## src/rtl/iq_na_pkg.sv

```systemverilog
// Shared types and arithmetic helpers for the IQ network-analyzer accumulator.
// The helpers work on MAX_W-bit containers so that any width up to MAX_W-1 can be used.
package iq_na_pkg;

  typedef enum logic [1:0] {
    ST_IDLE    = 2'd0,
    ST_SLEEP   = 2'd1,
    ST_AVERAGE = 2'd2
  } state_t;

  localparam int unsigned MAX_W = 128;

  function automatic logic [MAX_W-1:0] sign_extend(input logic [MAX_W-1:0] val,
                                                   input int unsigned width);
    logic signed [MAX_W-1:0] tmp_s;
    tmp_s = $signed(val << (MAX_W - width));
    return $unsigned(tmp_s >>> (MAX_W - width));
  endfunction

  function automatic logic fits(input logic [MAX_W-1:0] val, input int unsigned width);
    return sign_extend(val, width) == val;
  endfunction

  // Clamp a sign-extended value into the signed range of 'width' bits.
  function automatic logic [MAX_W-1:0] saturate(input logic [MAX_W-1:0] val,
                                                input int unsigned width);
    logic [MAX_W-1:0] max_s;
    max_s = {MAX_W{1'b1}} >> (MAX_W - width + 1);
    if (fits(val, width)) begin
      return val;
    end else if (val[MAX_W-1]) begin
      return ~max_s;
    end else begin
      return max_s;
    end
  endfunction

endpackage

```

## src/rtl/red_pitaya_iq_na_acc_lane.sv

```systemverilog
// One accumulator lane: a working sum plus the combinational next value of that sum.
// Optional clamping is enabled by defining IQ_NA_SATURATE_EN.
module red_pitaya_iq_na_acc_lane
  import iq_na_pkg::*;
#(
  parameter int INBITS  = 24,
  parameter int SUMBITS = 62
) (
  input  logic               clk_i,
  input  logic               rst_i,
  input  logic               clear,
  input  logic               add,
  input  logic [INBITS-1:0]  dat_i,
  output logic [SUMBITS-1:0] sum_next,
  output logic               sat
);

  logic [SUMBITS-1:0] sum_r;
  logic [MAX_W-1:0]   sum_ext_s;
  logic [MAX_W-1:0]   dat_ext_s;
  logic [MAX_W-1:0]   full_s;

  assign sum_ext_s = sign_extend(MAX_W'(sum_r), SUMBITS);
  assign dat_ext_s = sign_extend(MAX_W'(dat_i), INBITS);
  assign full_s    = sum_ext_s + dat_ext_s;

`ifdef IQ_NA_SATURATE_EN
  logic [MAX_W-1:0] clamp_s;
  logic             unused_hi_s;
  assign clamp_s     = saturate(full_s, SUMBITS);
  assign sum_next    = clamp_s[SUMBITS-1:0];
  assign sat         = ~fits(full_s, SUMBITS);
  assign unused_hi_s = ^clamp_s[MAX_W-1:SUMBITS];
`else
  logic unused_hi_s;
  assign sum_next    = full_s[SUMBITS-1:0];
  assign sat         = 1'b0;
  assign unused_hi_s = ^full_s[MAX_W-1:SUMBITS];
`endif

  // Working sum: cleared between points, otherwise advanced on each accepted sample.
  always_ff @(posedge clk_i) begin
    if (rst_i || clear) begin
      sum_r <= {SUMBITS{1'b0}};
    end else if (add) begin
      sum_r <= sum_next;
    end else begin
      sum_r <= sum_r;
    end
  end

endmodule

```

## src/rtl/red_pitaya_iq_na_accumulator.sv

```systemverilog
// Multi-channel network-analyzer accumulator: settle, sum N samples per channel, publish snapshot.
// Define IQ_NA_SATURATE_EN to clamp sums and report overflow; otherwise sums wrap.
module red_pitaya_iq_na_accumulator
  import iq_na_pkg::*;
#(
  parameter int CHANNELS = 2,
  parameter int INBITS   = 24,
  parameter int SUMBITS  = 62,
  parameter int CNTBITS  = 32
) (
  input  logic                        clk_i,
  input  logic                        rst_i,
  input  logic [CHANNELS*INBITS-1:0]  dat_i,
  input  logic                        trig_i,
  input  logic                        abort_i,
  input  logic                        cont_i,
  input  logic [CNTBITS-1:0]          averages_i,
  input  logic [CNTBITS-1:0]          sleep_i,
  output logic                        busy_o,
  output logic                        done_o,
  output logic [CHANNELS*SUMBITS-1:0] sum_o,
  output logic [CNTBITS-1:0]          points_o,
  output logic                        overflow_o
);

  localparam logic [CNTBITS-1:0] CNT_ZERO = {CNTBITS{1'b0}};
  localparam logic [CNTBITS-1:0] CNT_ONE  = CNTBITS'(1);

  state_t                      state_r;
  logic [CNTBITS-1:0]          sleep_lat_r;
  logic [CNTBITS-1:0]          avg_lat_r;
  logic [CNTBITS-1:0]          sleep_cnt_r;
  logic [CNTBITS-1:0]          avg_cnt_r;
  logic [CHANNELS*SUMBITS-1:0] next_sum_s;
  logic [CHANNELS-1:0]         sat_s;
  logic                        lane_add_s;
  logic                        lane_clear_s;
  logic                        pub_s;
  logic                        pub_sum_s;

  genvar k;
  generate
    for (k = 0; k < CHANNELS; k++) begin : g_lane
      red_pitaya_iq_na_acc_lane #(
        .INBITS (INBITS),
        .SUMBITS(SUMBITS)
      ) u_lane (
        .clk_i   (clk_i),
        .rst_i   (rst_i),
        .clear   (lane_clear_s),
        .add     (lane_add_s),
        .dat_i   (dat_i[k*INBITS +: INBITS]),
        .sum_next(next_sum_s[k*SUMBITS +: SUMBITS]),
        .sat     (sat_s[k])
      );
    end
  endgenerate

  // Decode this cycle's publish event and lane control; lanes hold only mid-point.
  always_comb begin
    pub_s        = 1'b0;
    pub_sum_s    = 1'b0;
    lane_add_s   = 1'b0;
    lane_clear_s = 1'b1;
    if (trig_i) begin
      pub_s = (sleep_i == CNT_ZERO) && (averages_i == CNT_ZERO);
    end else if (abort_i) begin
      pub_s = 1'b0;
    end else begin
      case (state_r)
        ST_SLEEP: begin
          pub_s = (sleep_cnt_r <= CNT_ONE) && (avg_lat_r == CNT_ZERO);
        end
        ST_AVERAGE: begin
          pub_s        = (avg_cnt_r <= CNT_ONE);
          pub_sum_s    = (avg_cnt_r == CNT_ONE);
          lane_add_s   = (avg_cnt_r != CNT_ZERO);
          lane_clear_s = (avg_cnt_r <= CNT_ONE);
        end
        default: begin
          pub_s = 1'b0;
        end
      endcase
    end
  end

`ifndef IQ_NA_SATURATE_EN
  logic unused_sat_s;
  assign unused_sat_s = ^sat_s;
`endif

  // FSM, counters, snapshot and points counter.
  always_ff @(posedge clk_i) begin
    if (rst_i) begin
      state_r     <= ST_IDLE;
      sleep_lat_r <= CNT_ZERO;
      avg_lat_r   <= CNT_ZERO;
      sleep_cnt_r <= CNT_ZERO;
      avg_cnt_r   <= CNT_ZERO;
      busy_o      <= 1'b0;
      done_o      <= 1'b0;
      sum_o       <= {(CHANNELS*SUMBITS){1'b0}};
      points_o    <= CNT_ZERO;
      overflow_o  <= 1'b0;
    end else begin
      done_o <= 1'b0;
`ifdef IQ_NA_SATURATE_EN
      if (lane_add_s && (|sat_s)) begin
        overflow_o <= 1'b1;
      end
`endif
      if (pub_s) begin
        sum_o    <= pub_sum_s ? next_sum_s : {(CHANNELS*SUMBITS){1'b0}};
        done_o   <= 1'b1;
        points_o <= points_o + CNT_ONE;
      end

      if (trig_i) begin
        sleep_lat_r <= sleep_i;
        avg_lat_r   <= averages_i;
        sleep_cnt_r <= sleep_i;
        avg_cnt_r   <= averages_i;
        overflow_o  <= 1'b0;
        if (sleep_i != CNT_ZERO) begin
          state_r <= ST_SLEEP;
          busy_o  <= 1'b1;
        end else if (averages_i != CNT_ZERO) begin
          state_r <= ST_AVERAGE;
          busy_o  <= 1'b1;
        end else begin
          // Empty point published at the trigger edge itself.
          state_r <= cont_i ? ST_AVERAGE : ST_IDLE;
          busy_o  <= cont_i;
        end
      end else if (abort_i) begin
        state_r <= ST_IDLE;
        busy_o  <= 1'b0;
      end else if (pub_s) begin
        sleep_cnt_r <= sleep_lat_r;
        avg_cnt_r   <= avg_lat_r;
        busy_o      <= cont_i;
        if (cont_i) begin
          overflow_o <= 1'b0;
          state_r    <= (sleep_lat_r != CNT_ZERO) ? ST_SLEEP : ST_AVERAGE;
        end else begin
          state_r <= ST_IDLE;
        end
      end else begin
        case (state_r)
          ST_IDLE: begin
            busy_o <= 1'b0;
          end
          ST_SLEEP: begin
            if (sleep_cnt_r > CNT_ONE) begin
              sleep_cnt_r <= sleep_cnt_r - CNT_ONE;
            end else begin
              state_r <= ST_AVERAGE;
            end
          end
          ST_AVERAGE: begin
            avg_cnt_r <= avg_cnt_r - CNT_ONE;
          end
          default: begin
            state_r <= ST_IDLE;
            busy_o  <= 1'b0;
          end
        endcase
      end
    end
  end

endmodule

```

## config.mk

```make
export PLATFORM = sky130hd
export DESIGN_NAME = red_pitaya_iq_na_accumulator
export DESIGN_NICKNAME = d
export VERILOG_FILES = /design/src/rtl/iq_na_pkg.sv /design/src/rtl/red_pitaya_iq_na_acc_lane.sv /design/src/rtl/red_pitaya_iq_na_accumulator.sv
export SDC_FILE = /design/constraint.sdc
export NUM_CORES = 1
export LEC_CHECK = 0
export CORE_UTILIZATION = 40
export DETAILED_ROUTE_END_ITERATION = 8
export GPL_ROUTABILITY_DRIVEN = 0
export PLACE_DENSITY = 0.59
export SLEW_MARGIN = 20
export SYNTH_ARGS = -nofsm -noshare
export SYNTH_HDL_FRONTEND = slang
export SYNTH_HIERARCHICAL = 1
export SYNTH_SLANG_ARGS = --single-unit
```

## constraint.sdc

```tcl
create_clock -name clk_i -period 3.76 [get_ports clk_i]
set_clock_uncertainty 0.15 [all_clocks]
set_input_delay 0.94 -clock clk_i [delete_from_list [all_inputs] [get_ports clk_i]]
set_output_delay 0.94 -clock clk_i [all_outputs]
set_load 0.01 [all_outputs]
```

### Word-level counts from Yosys, hierarchy flattened

Index checks and enable logic that the tools add are counted.

* input bits: 117
* bits in latches: 0
* bits in read-only memories: 0
* flip-flop bits (word level): 412
* logic and storage cells: 84
* memories kept: 0
* RAM bits: 0

* equality and inequality tests: 7
* $add $sub $neg: 5
* bitwise gates (word level): 0
* multiply operators: 0
* divide/modulo/power cells: 0
* shifts and indexed selects: 0
* mux-type cells: 39
* reduce and logical (&&, ||, !) cells: 19
* magnitude comparators: 3

Operator list (number)
* 32-bit two-way mux: 9
* 32-bit nonzero test: 4
* 62-bit by 24-bit adder with 62-bit output: 2
* 124-bit two-way mux: 1
* 32-bit zero test: 3
* 32-bit by 1-bit less-or-equal comparator with 1-bit output (second input constant): 2
* 32-bit by 1-bit subtractor with 32-bit output (second input constant): 2
* 32-bit by 1-bit adder with 32-bit output (second input constant): 1
* 32-bit by 1-bit == test with 1-bit output (second input constant): 1
* 32-bit by 1-bit greater-than comparator with 1-bit output (second input constant): 1
* 1-bit two-way mux: 18
* 2-bit two-way mux: 9
* 3-bit nonzero test: 3
* 4-bit by 1-bit != test with 1-bit output (second input constant): 2
* 5-bit != test (second input constant): 1
* 2-bit one-hot mux with 2 select lines: 1
* 2-bit AND reduction: 2
* 2-bit OR reduction: 2
* 3-bit AND reduction: 1
* 2-bit by 1-bit == test with 1-bit output (second input constant): 1
* 2-bit == test (second input constant): 1
* 1-bit logical AND: 2
* 2-bit zero test: 1
* 2-bit != test (second input constant): 1
* 2 further kinds: 2

### Longest topological paths before layout

Gate-level depths: netlist (run 1).

* depth in word-level cells: 8
* mapped depth: 14

### Modules after synthesis

Netlist (run 1), hierarchy kept.

By module, submodules not included
* red_pitaya_iq_na_accumulator: times used 1, sequential area each 5765.5 um^2, area each 12518.3 um^2, cells each 1402
* red_pitaya_iq_na_acc_lane: times used 2, sequential area each 1241.2 um^2, area each 5861.9 um^2, cells each 771

### Worst setup path before layout (run 1)

OpenSTA, ideal clock, no wires.

* path kind: in2reg
* start point: input port dat_i[33]
* end point: register sum_o[121]
* setup time: 0.117 ns
* stages on the path: 12
* setup slack: -0.130 ns
* arrival time: 3.623 ns
* buffers on the path: 0
* cells stage by stage: ha_1 a21o_1 a21o_1 nor4_2 nor2_1 a31oi_1 o21ai_1 o221ai_1 o221ai_1 or2_1 xor2_1 a22o_1

* word-level cells in the longest chain between the ends: 2

Ends and longest elaborated chain
* from (decl): line red_pitaya_iq_na_accumulator.sv:13 `input logic [CHANNELS*INBITS-1:0] dat_i,`
* 62-bit by 24-bit adder with 62-bit output: line red_pitaya_iq_na_acc_lane.sv:25 `assign full_s = sum_ext_s + dat_ext_s;`
* net next_sum_s[121]: line red_pitaya_iq_na_accumulator.sv:34 `logic [CHANNELS*SUMBITS-1:0] next_sum_s;`
* 124-bit two-way mux: line red_pitaya_iq_na_accumulator.sv:113 `sum_o <= pub_sum_s ? next_sum_s : {(CHANNELS*SUMBITS){1'b0}};`
* to (signal assigned): line red_pitaya_iq_na_accumulator.sv:102 `sum_o <= {(CHANNELS*SUMBITS){1'b0}};`
* to (signal assigned): line red_pitaya_iq_na_accumulator.sv:113
* to (decl): line red_pitaya_iq_na_accumulator.sv:21 `output logic [CHANNELS*SUMBITS-1:0] sum_o,`

The timed path passes the listed nets, and every way through them passes these cells.
A chain may end at the register's enable or synchronous reset.

### Worst setup path in the final report (run 1)

* start point: input port dat_i[46]
* end point: register g_lane[1].u_lane.sum_r[61]

* word-level cells in the longest chain between the ends: 1

Ends and longest elaborated chain
* 62-bit by 24-bit adder with 62-bit output: line red_pitaya_iq_na_acc_lane.sv:25
* to (signal assigned): line red_pitaya_iq_na_acc_lane.sv:44 `sum_r <= {SUMBITS{1'b0}};`
* to (signal assigned): line red_pitaya_iq_na_acc_lane.sv:46 `sum_r <= sum_next;`
* to (signal assigned): line red_pitaya_iq_na_acc_lane.sv:48 `sum_r <= sum_r;`
* to (decl): line red_pitaya_iq_na_acc_lane.sv:18 `logic [SUMBITS-1:0] sum_r;`

No other way between the ends.

==> results.py, run 1 <==
metrics = {
    "floorplan": {
        "die_y_um": 248,
        "die_w_um": 248,
        "start_util_pct": 40.7,
        "fp-row-count": 89,
        "num_io_pins": 276,
        "core_um2": 59500,
        "dieArea_um2": 61500,
    },
    "clocking": {
        "htree_levels": 2,
        "cts_sinks": 412,
        "cts_root_buf": "clkbuf_16",
        "clock_latency_ns": 0.60,
        "cts_buffers": 49,
        "cts.clk_slew.worst_paths_ns": 0.06,
        "cts_buffer_depth": 3,
        "cts_tree": "done",
        "hold_buffers": 0,
    },
    "global_routing": {
        "grt_max_degree": 96,
        "overflow": 0,
        "antenna_found_initial": 3,
        "grt_pass1_vias": 24800,
        "grtUsageTotal_pct": 26.5,
        "grt_pass1_wl_mm": 132,
    },
    "worst_setup_path": {
        "crit_chain": "clkdlybuf4s50_1 -> ha_4 -> a21oi_1 -> o21ai_1 -> a21oi_1 -> o21ai_2 -> a21oi_1 -> o2111a_1 -> or4_4 -> nor2_4 -> nor3_2 -> or4_1 -> a21oi_2",
        "cp_slowest_cell": "or4_4",
        "cpLargestDelayFamily": "simple AND/OR/NAND/NOR gates",
        "cpMostUsedCell": "a21oi_1",
        "crit_fanout": 4,
        "arrival_ns": 4.08,
        "max_stage_delay_ns": 0.55,
        "worstPathRequired_ns": 4.14,
        "reg2reg_slack_ns": 0.07,
        "endpoint_kind": "register",
        "critPathLaunchType": "input pin",
        "path_class": "in2reg",
        "path_buf_inv": 1,
    },
    "route": {
        "via_count": 25400,
        "drtIter0Drc": 1633,
        "vias_per_cell": 5.63,
        "postRouteAntennaNets": 0,
        "routed_wl_mm": 85.2,
        "dr.pass1.iters": 5,
        "post_drt_wl_per_cell_um": 18.9,
        "drc": 0,
    },
    "synth": {
        "synth_nets": 3189,
        "synthCells": 2940,
        "ys_warn_count": 6,
        "synth_area_per_cell_um2": 8.24,
        "syn_area_um2": 24200,
    },
    "timing": {
        "timing.final.ws_setup_ns": 0.0595,
        "max_freq_ghz": 0.270,
        "holdWs_ns": 0.325,
        "min_period_over_period_pct": 98.4,
        "relSlewSlack_pct": 28.3,
        "setup_viol": 0,
        "fin_crit_ns": 3.70,
        "hold_viol": 0,
        "tightestPinTransition_ns": 1.07,
        "drv_slew": 0,
    },
    "power": {
        "p_leak_nw": 14.0,
        "irDropWorstVdd_mv": 0.306,
        "total_power_mw": 10.8,
        "p_per_area_nw_per_um2": 314,
    },
    "final_layout": {
        "final_cell_mix": "buf_4 (586), dfxtp_1 (412), nor2_1 (319)",
        "layout-drive-gt1-share_pct": 22.5,
        "nFillCells": 5352,
        "synthToLayoutAreaGrowth_pct": 41.5,
        "final_nets": 3935,
        "fin_util_pct": 57.6,
        "multi_input_area_um2": 15700,
        "final_common_cell": "buf_4",
        "layout.area.seq_um2": 8250,
    },
    "worst_hold_path": {
        "hold_class": "reg2reg",
    },
    "place": {
        "portBuffers": 274,
        "dp_hpwl_mm": 61.9,
        "pre_cts_slack_ns": -1.03,
    },
    "status": {
        "outcome": "complete, no violations",
    },
    "job": {
        "cap_violations": 0,
    },
}
## state kept, by name (all words and copies together) (netlist names)
register and cells:
avg_lat_r 32, sleep_lat_r 32, sleep_cnt_r 32, sum_o 124, done_o 1, g_lane.u_lane/sum_r 124, state_r 2, avg_cnt_r 32
busy_o 1, points_o 32
## final timing paths
kind | start | endpoint | cells past startpoint
max | dat_i[46] | g_lane[1].u_lane/sum_r[61]$_SDFFE_PP0P_ | 13
min | sleep_cnt_r[20]$_SDFFE_PP0P_ | sleep_cnt_r[20]$_SDFFE_PP0P_ | 2
max reg2reg | sleep_cnt_r[22]$_SDFFE_PP0P_ | sum_o[111]$_SDFFE_PP0P_ | 11
min reg2reg | sleep_cnt_r[20]$_SDFFE_PP0P_ | sleep_cnt_r[20]$_SDFFE_PP0P_ | 2
## per-layer routing
metal  global-route usage [%]  share of wire (%)  vias to the layer above
met4                     7.60                2.7                        2
met1                     35.9                 46                    12100
met3                     3.47                5.9                      136
met5                        0              0.015                        -
met2                     43.8                 46                      772
li1                         -                  -                    12300
## layout make-up
type	instances	area share, %
clock buffer	65	3.93
inverter	50	0.548
timing repair buffer	882	22.1
clock inverter	24	0.621
tap	773	2.82
antenna	4	0.0292
multi-input combinational	2291	45.8
sequential	412	24.1
## tightest hold or removal path: stages, from the launching register on
cell	delay, ns
dfxtp_1	0.30
o21ai_0	0.06
a21oi_1	0.06
## per-stage QoR
step	instance area, um2	setup TNS, ns	instances
finish	34300	0	4501
floorplan	24300	-0.0988	2940
CTS	33800	0	4485
detailed placement	31800	-131.70	4386
global placement	31800	-121.04	4386
global route	34300	-0.00359	4498
## report_power, final
group	internal, mW	switching (mW)	leakage, nW
Combinational	0.712	0.826	9.87
Sequential	4.47	0.109	3.34
Clock	2.66	2.00	0.761
Total	7.84	2.93	14.0
## repair_timing
item                       in CTS  in global routing
gates cloned                    2                  5
buffers inserted                8                  7
resized for setup              65                 73
pin swaps                      33                 40
setup endpoints to repair      81                127
Power figures use the tool's default switching activity.
==> run 2: changes to the inputs <==
--- a/config.mk
+++ b/config.mk
@@ -6,9 +6,10 @@
 export NUM_CORES = 1
 export LEC_CHECK = 0
 export CORE_UTILIZATION = 40
+export CTS_CLUSTER_SIZE = 12
 export DETAILED_ROUTE_END_ITERATION = 8
 export GPL_ROUTABILITY_DRIVEN = 0
-export PLACE_DENSITY = 0.59
+export PLACE_DENSITY = 0.57
 export SLEW_MARGIN = 20
 export SYNTH_ARGS = -nofsm -noshare
 export SYNTH_HDL_FRONTEND = slang
==> constraint.sdc (replaced) <==
create_clock -name clk_i -period 3.73 [get_ports clk_i]
set_clock_uncertainty 0.15 [all_clocks]
set_input_delay 0.9325 -clock clk_i [delete_from_list [all_inputs] [get_ports clk_i]]
set_output_delay 0.9325 -clock clk_i [all_outputs]
set_load 0.01 [all_outputs]
==> run 2 against run 1 <==
Compared with the run above:
- register-to-register slack improved by 0.03 ns
- critical endpoint is now points_o[21]$_SDFFE_PP0P_
- largest power group unchanged
- global-route usage about the same
- flip-flop and latch count unchanged
- count of clock-buffer cells in the layout increased by 6
==> results.py, run 2 (synthesized netlist as in run 1, its figures left out) <==
metrics = {
    "worst_hold_path": {
        "hold_class": "reg2reg",
        "hold_depth": 2,
    },
    "place": {
        "dpl_cell_area_um2": 32300,
        "pre_cts_slack_ns": -1.04,
        "portBuffers": 274,
        "dp_hpwl_mm": 62.7,
    },
    "timing": {
        "setup_viol": 0,
        "rsz0062_at_grt": "true",
        "drv_slew": 0,
        "fin_crit_ns": 3.63,
        "min_period_over_period_pct": 97.4,
        "tightestPinTransition_ns": 1.05,
        "relSlewSlack_pct": 30.1,
        "max_freq_ghz": 0.275,
        "hold_viol": 0,
        "fin_setup_tns_ns": 0,
        "timing.final.ws_setup_ns": 0.0960,
    },
    "global_routing": {
        "grtUsageTotal_pct": 26.5,
        "overflow": 0,
        "antenna_found_initial": 3,
        "grt_pass1_wl_mm": 133,
        "grt_pass1_vias": 25000,
        "grt_max_degree": 96,
    },
    "route": {
        "vias_per_cell": 5.60,
        "drtIter0Drc": 1581,
        "postRouteAntennaNets": 0,
        "dr.pass1.iters": 5,
        "routed_wl_mm": 84.1,
        "drc": 0,
        "via_count": 25400,
        "post_drt_wl_per_cell_um": 18.6,
    },
    "floorplan": {
        "fp-row-count": 89,
        "start_util_pct": 40.7,
        "core_um2": 59500,
        "num_io_pins": 276,
        "die_w_um": 248,
        "die_y_um": 248,
        "dieArea_um2": 61500,
    },
    "worst_setup_path": {
        "crit_fanout": 8,
        "arrival_ns": 3.98,
        "critPathLaunchType": "register",
        "worstPathRequired_ns": 4.08,
        "reg2reg_depth": 8,
        "path_class": "reg2reg",
        "endpoint_kind": "register",
    },
    "power": {
        "irDropWorstVdd_mv": 0.276,
        "power_frac_seq_pct": 40.7,
        "internal_power_mw": 8.35,
        "p_per_area_nw_per_um2": 327,
        "combPwrFrac_pct": 13.9,
        "p_sw_share_pct": 26.2,
        "p_leak_nw": 14.2,
        "p_switching_mw": 2.97,
        "p_clk_share_pct": 45.4,
    },
    "clocking": {
        "clock_latency_ns": 0.59,
        "htree_levels": 2,
        "cts_root_buf": "clkbuf_16",
        "cts_buffer_depth": 3,
        "cts_tree": "done",
        "cts_sinks": 412,
        "hold_buffers": 0,
        "cts_buffers": 49,
        "cts.clk_slew.worst_paths_ns": 0.06,
    },
    "final_layout": {
        "diodes": 0,
        "stdcell_area_um2": 34700,
        "multi_input_area_um2": 15800,
        "final_common_cell": "buf_4",
        "layout.area.seq_um2": 8250,
        "fin_util_pct": 58.3,
        "reg_top3": "g_lane.u_lane/sum_r: 124 flops, sum_o: 124 flops",
        "layout-drive-gt1-share_pct": 23.6,
        "synthToLayoutAreaGrowth_pct": 43.1,
        "final_nets": 3966,
        "final_cell_mix": "buf_4 (623), dfxtp_1 (412), nor2_1 (324)",
        "nFillCells": 5325,
    },
    "job": {
        "cap_violations": 0,
    },
    "status": {
        "outcome": "complete, no violations",
    },
}
==> run 2: what timing repair did <==
action,CTS,global route
setup buffers,5,2
gates resized for setup,66,59
hold endpoints to repair,0,0
cloned,1,0
pin swaps,30,22
setup endpoints to repair,70,68
==> run 2: final timing paths <==
check | start | endpoint | slack (ns)
worst max-delay path | sleep_cnt_r[14]$_SDFFE_PP0P_ | points_o[21]$_SDFFE_PP0P_ | 0.1
worst min-delay path | avg_cnt_r[19]$_SDFFE_PP0P_ | avg_cnt_r[19]$_SDFFE_PP0P_ | 0.32
worst max register to register | sleep_cnt_r[14]$_SDFFE_PP0P_ | points_o[21]$_SDFFE_PP0P_ | 0.1
worst min register to register | avg_cnt_r[19]$_SDFFE_PP0P_ | avg_cnt_r[19]$_SDFFE_PP0P_ | 0.32
==> run 2: per-stage QoR <==
step	cells	power, mW	hold slack, ns
after CTS	4527	11.4	0.321
after global placement	4431	6.21	0.306
after detailed placement	4431	6.23	0.310
final	4529	11.3	0.317
after floorplan	2940	5.52	0.294
after global routing	4529	11.8	0.341
==> run 2: critical path: stages (launching register included) <==
cell and delay, ns:
dfxtp_1 0.31, or4_4 0.57, or4b_1 0.66, nor4_4 0.40
a21oi_1 0.25, nand4b_1 0.23, buf_4 0.17, or4b_2 0.63
a21oi_1 0.16
==> run 2: area by class of cell <==
type                       count  area share, %
clock inverter                19          0.686
multi-input combinational   2291           45.5
inverter                      50          0.542
tap                          773           2.79
sequential                   412           23.8
clock buffer                  71           4.30
timing repair buffer         913           22.4
==> run 2: power groups by stage <==
| stage | Sequential [mW] | Combinational, mW | Clock (mW) |
|---|---|---|---|
| floorplan | 4.68 | 0.838 | 0 |
| global placement | 4.70 | 1.51 | 0 |
| detailed placement | 4.71 | 1.53 | 0 |
| CTS | 4.61 | 1.55 | 5.25 |
| global route | 4.63 | 1.71 | 5.42 |
| finish | 4.61 | 1.57 | 5.14 |
==> run 2: per-layer routing <==
layer	up-vias	part of all wire (%)	global-route usage, %	routed length (um)
met5	-	0.032	0	27
met4	4	2.8	8.32	2370
li1	12400	-	-	-
met2	739	46	43.7	38500
met1	12100	46	35.4	38400
met3	166	5.8	4.00	4870
==> run 3: changes to the inputs <==
--- a/config.mk
+++ b/config.mk
@@ -8,8 +8,9 @@
 export CORE_UTILIZATION = 40
 export CTS_CLUSTER_SIZE = 12
 export DETAILED_ROUTE_END_ITERATION = 8
-export GPL_ROUTABILITY_DRIVEN = 0
+export GPL_ROUTABILITY_DRIVEN = 1
 export PLACE_DENSITY = 0.57
+export SKIP_CTS_REPAIR_TIMING = 1
 export SLEW_MARGIN = 20
 export SYNTH_ARGS = -nofsm -noshare
 export SYNTH_HDL_FRONTEND = slang
==> run 3 against run 2 <==
Compared with the run above:
- hold slack hardly changed
- sequential power hardly changed
- register-to-register slack improved by 0.11 ns
- first-iteration DRC count down 14%
- utilization grew 0.56 points
- die area is the same
- via count shrank 0.35%
- combinational power rose by 3%
- critical endpoint is now sum_o[36]$_SDFFE_PP0P_
- largest cell class unchanged
==> results.py, run 3 (synthesized netlist as in run 1, its figures left out) <==
metrics = {
    "worst_setup_path": {
        "path_class": "in2reg",
        "worstPathRequired_ns": 4.06,
        "arrival_ns": 4.03,
        "critPathLaunchType": "input pin",
        "endpoint_kind": "register",
        "crit_fanout": 3,
    },
    "timing": {
        "fin_crit_ns": 3.70,
        "setup_viol": 0,
        "relSlewSlack_pct": 54.1,
        "hold_viol": 0,
        "tightestPinTransition_ns": 0.688,
        "fin_setup_tns_ns": 0,
        "drv_slew": 0,
        "holdWs_ns": 0.317,
        "timing.final.ws_setup_ns": 0.0310,
        "max_freq_ghz": 0.270,
        "min_period_over_period_pct": 99.2,
    },
    "global_routing": {
        "antenna_found_initial": 2,
        "grt_pass1_vias": 24800,
        "grtUsageTotal_pct": 27.0,
        "grt_max_degree": 115,
        "grt_pass1_wl_mm": 134,
        "overflow": 0,
    },
    "route": {
        "post_drt_wl_per_cell_um": 18.9,
        "routed_wl_mm": 86.0,
        "drtIter0Drc": 1363,
        "via_count": 25300,
        "postRouteAntennaNets": 0,
        "vias_per_cell": 5.55,
        "dr.pass1.iters": 5,
        "drc": 0,
    },
    "final_layout": {
        "layout.area.seq_um2": 8250,
        "reg_top3": "g_lane.u_lane/sum_r: 124 flops, sum_o: 124 flops",
        "nFillCells": 5381,
        "final_nets": 3986,
        "synthToLayoutAreaGrowth_pct": 44.5,
        "final_cell_mix": "buf_4 (641), dfxtp_1 (412), nor2_1 (320)",
        "instances_no_fill": 4552,
        "multi_input_area_um2": 15900,
        "final_common_cell": "buf_4",
        "layout-drive-gt1-share_pct": 24.3,
    },
    "floorplan": {
        "fp-row-count": 89,
        "die_w_um": 248,
        "start_util_pct": 40.7,
        "dieArea_um2": 61500,
        "die_y_um": 248,
        "num_io_pins": 276,
        "core_um2": 59500,
    },
    "power": {
        "p_per_area_nw_per_um2": 327,
        "total_power_mw": 11.4,
        "p_leak_nw": 14.4,
        "irDropWorstVdd_mv": 0.325,
    },
    "clocking": {
        "clock_latency_ns": 0.60,
        "cts_root_buf": "clkbuf_16",
        "cts_sinks": 412,
        "htree_levels": 2,
        "cts_buffers": 48,
        "cts.clk_slew.worst_paths_ns": 0.06,
        "cts_tree": "done",
        "cts_buffer_depth": 3,
    },
    "place": {
        "portBuffers": 274,
        "dp_hpwl_mm": 64.2,
        "pre_cts_slack_ns": -1.04,
        "placed_cells": 4446,
        "gp_congestion": 0.953,
    },
    "job": {
        "cap_violations": 0,
    },
    "status": {
        "outcome": "complete, no violations",
    },
    "worst_hold_path": {
        "hold_class": "reg2reg",
    },
}
-- run 3: worst paths after layout --
check	slack [ns]	startpoint	end	depth (start not counted)
min	0.32	g_lane[1].u_lane/sum_r[53]$_SDFFE_PP0P_	g_lane[1].u_lane/sum_r[53]$_SDFFE_PP0P_	2
max	0.03	dat_i[12]	sum_o[36]$_SDFFE_PP0P_	20
max reg2reg	0.21	sleep_cnt_r[22]$_SDFFE_PP0P_	points_o[17]$_SDFFE_PP0P_	8
min reg2reg	0.32	g_lane[1].u_lane/sum_r[53]$_SDFFE_PP0P_	g_lane[1].u_lane/sum_r[53]$_SDFFE_PP0P_	2
-- run 3: metal layers --
metal	vias to the layer above	global-route usage [%]	part of all wire, %
met1	12100	37.1	47
met3	110	3.80	5.6
li1	12400	-	-
met5	-	0	0.027
met4	4	6.91	2.1
met2	652	44.4	46
-- run 3: final cells by class --
type	count	area share (%)
multi-input combinational	2291	45.4
sequential	412	23.6
timing repair buffer	934	22.8
clock buffer	67	3.98
tap	773	2.76
clock inverter	22	0.937
inverter	50	0.536
antenna	3	0.0215
-- run 3: worst max-delay path: stages --
cell             delay [ns]
clkdlybuf4s50_1        0.46
ha_4                   0.30
buf_4                  0.10
nand2_1                0.05
buf_4                  0.14
buf_4                  0.12
nor2_2                 0.15
nand3_2                0.12
buf_4                  0.14
nor2_1                 0.12
o211ai_1               0.12
buf_4                  0.16
a211oi_4               0.21
buf_4                  0.15
o21a_1                 0.12
nor2_2                 0.06
o21ai_1                0.15
buf_4                  0.16
xor2_1                 0.06
a22o_1                 0.20
-- run 3: stage by stage --
stage	area, um2	utilization [%]
after floorplan	24500	-
after global placement	32500	54.6
after detailed placement	32500	54.6
after CTS	34200	57.5
after global routing	35000	58.8
final	35000	58.8
-- run 3: where the power goes --
| group | leakage, nW | switching (mW) | total (mW) | internal [mW] |
|---|---|---|---|---|
| sequential | 3.34 | 0.108 | 4.61 | 4.50 |
| clock | 0.839 | 2.04 | 5.21 | 3.16 |
| combinational | 10.2 | 0.851 | 1.61 | 0.757 |
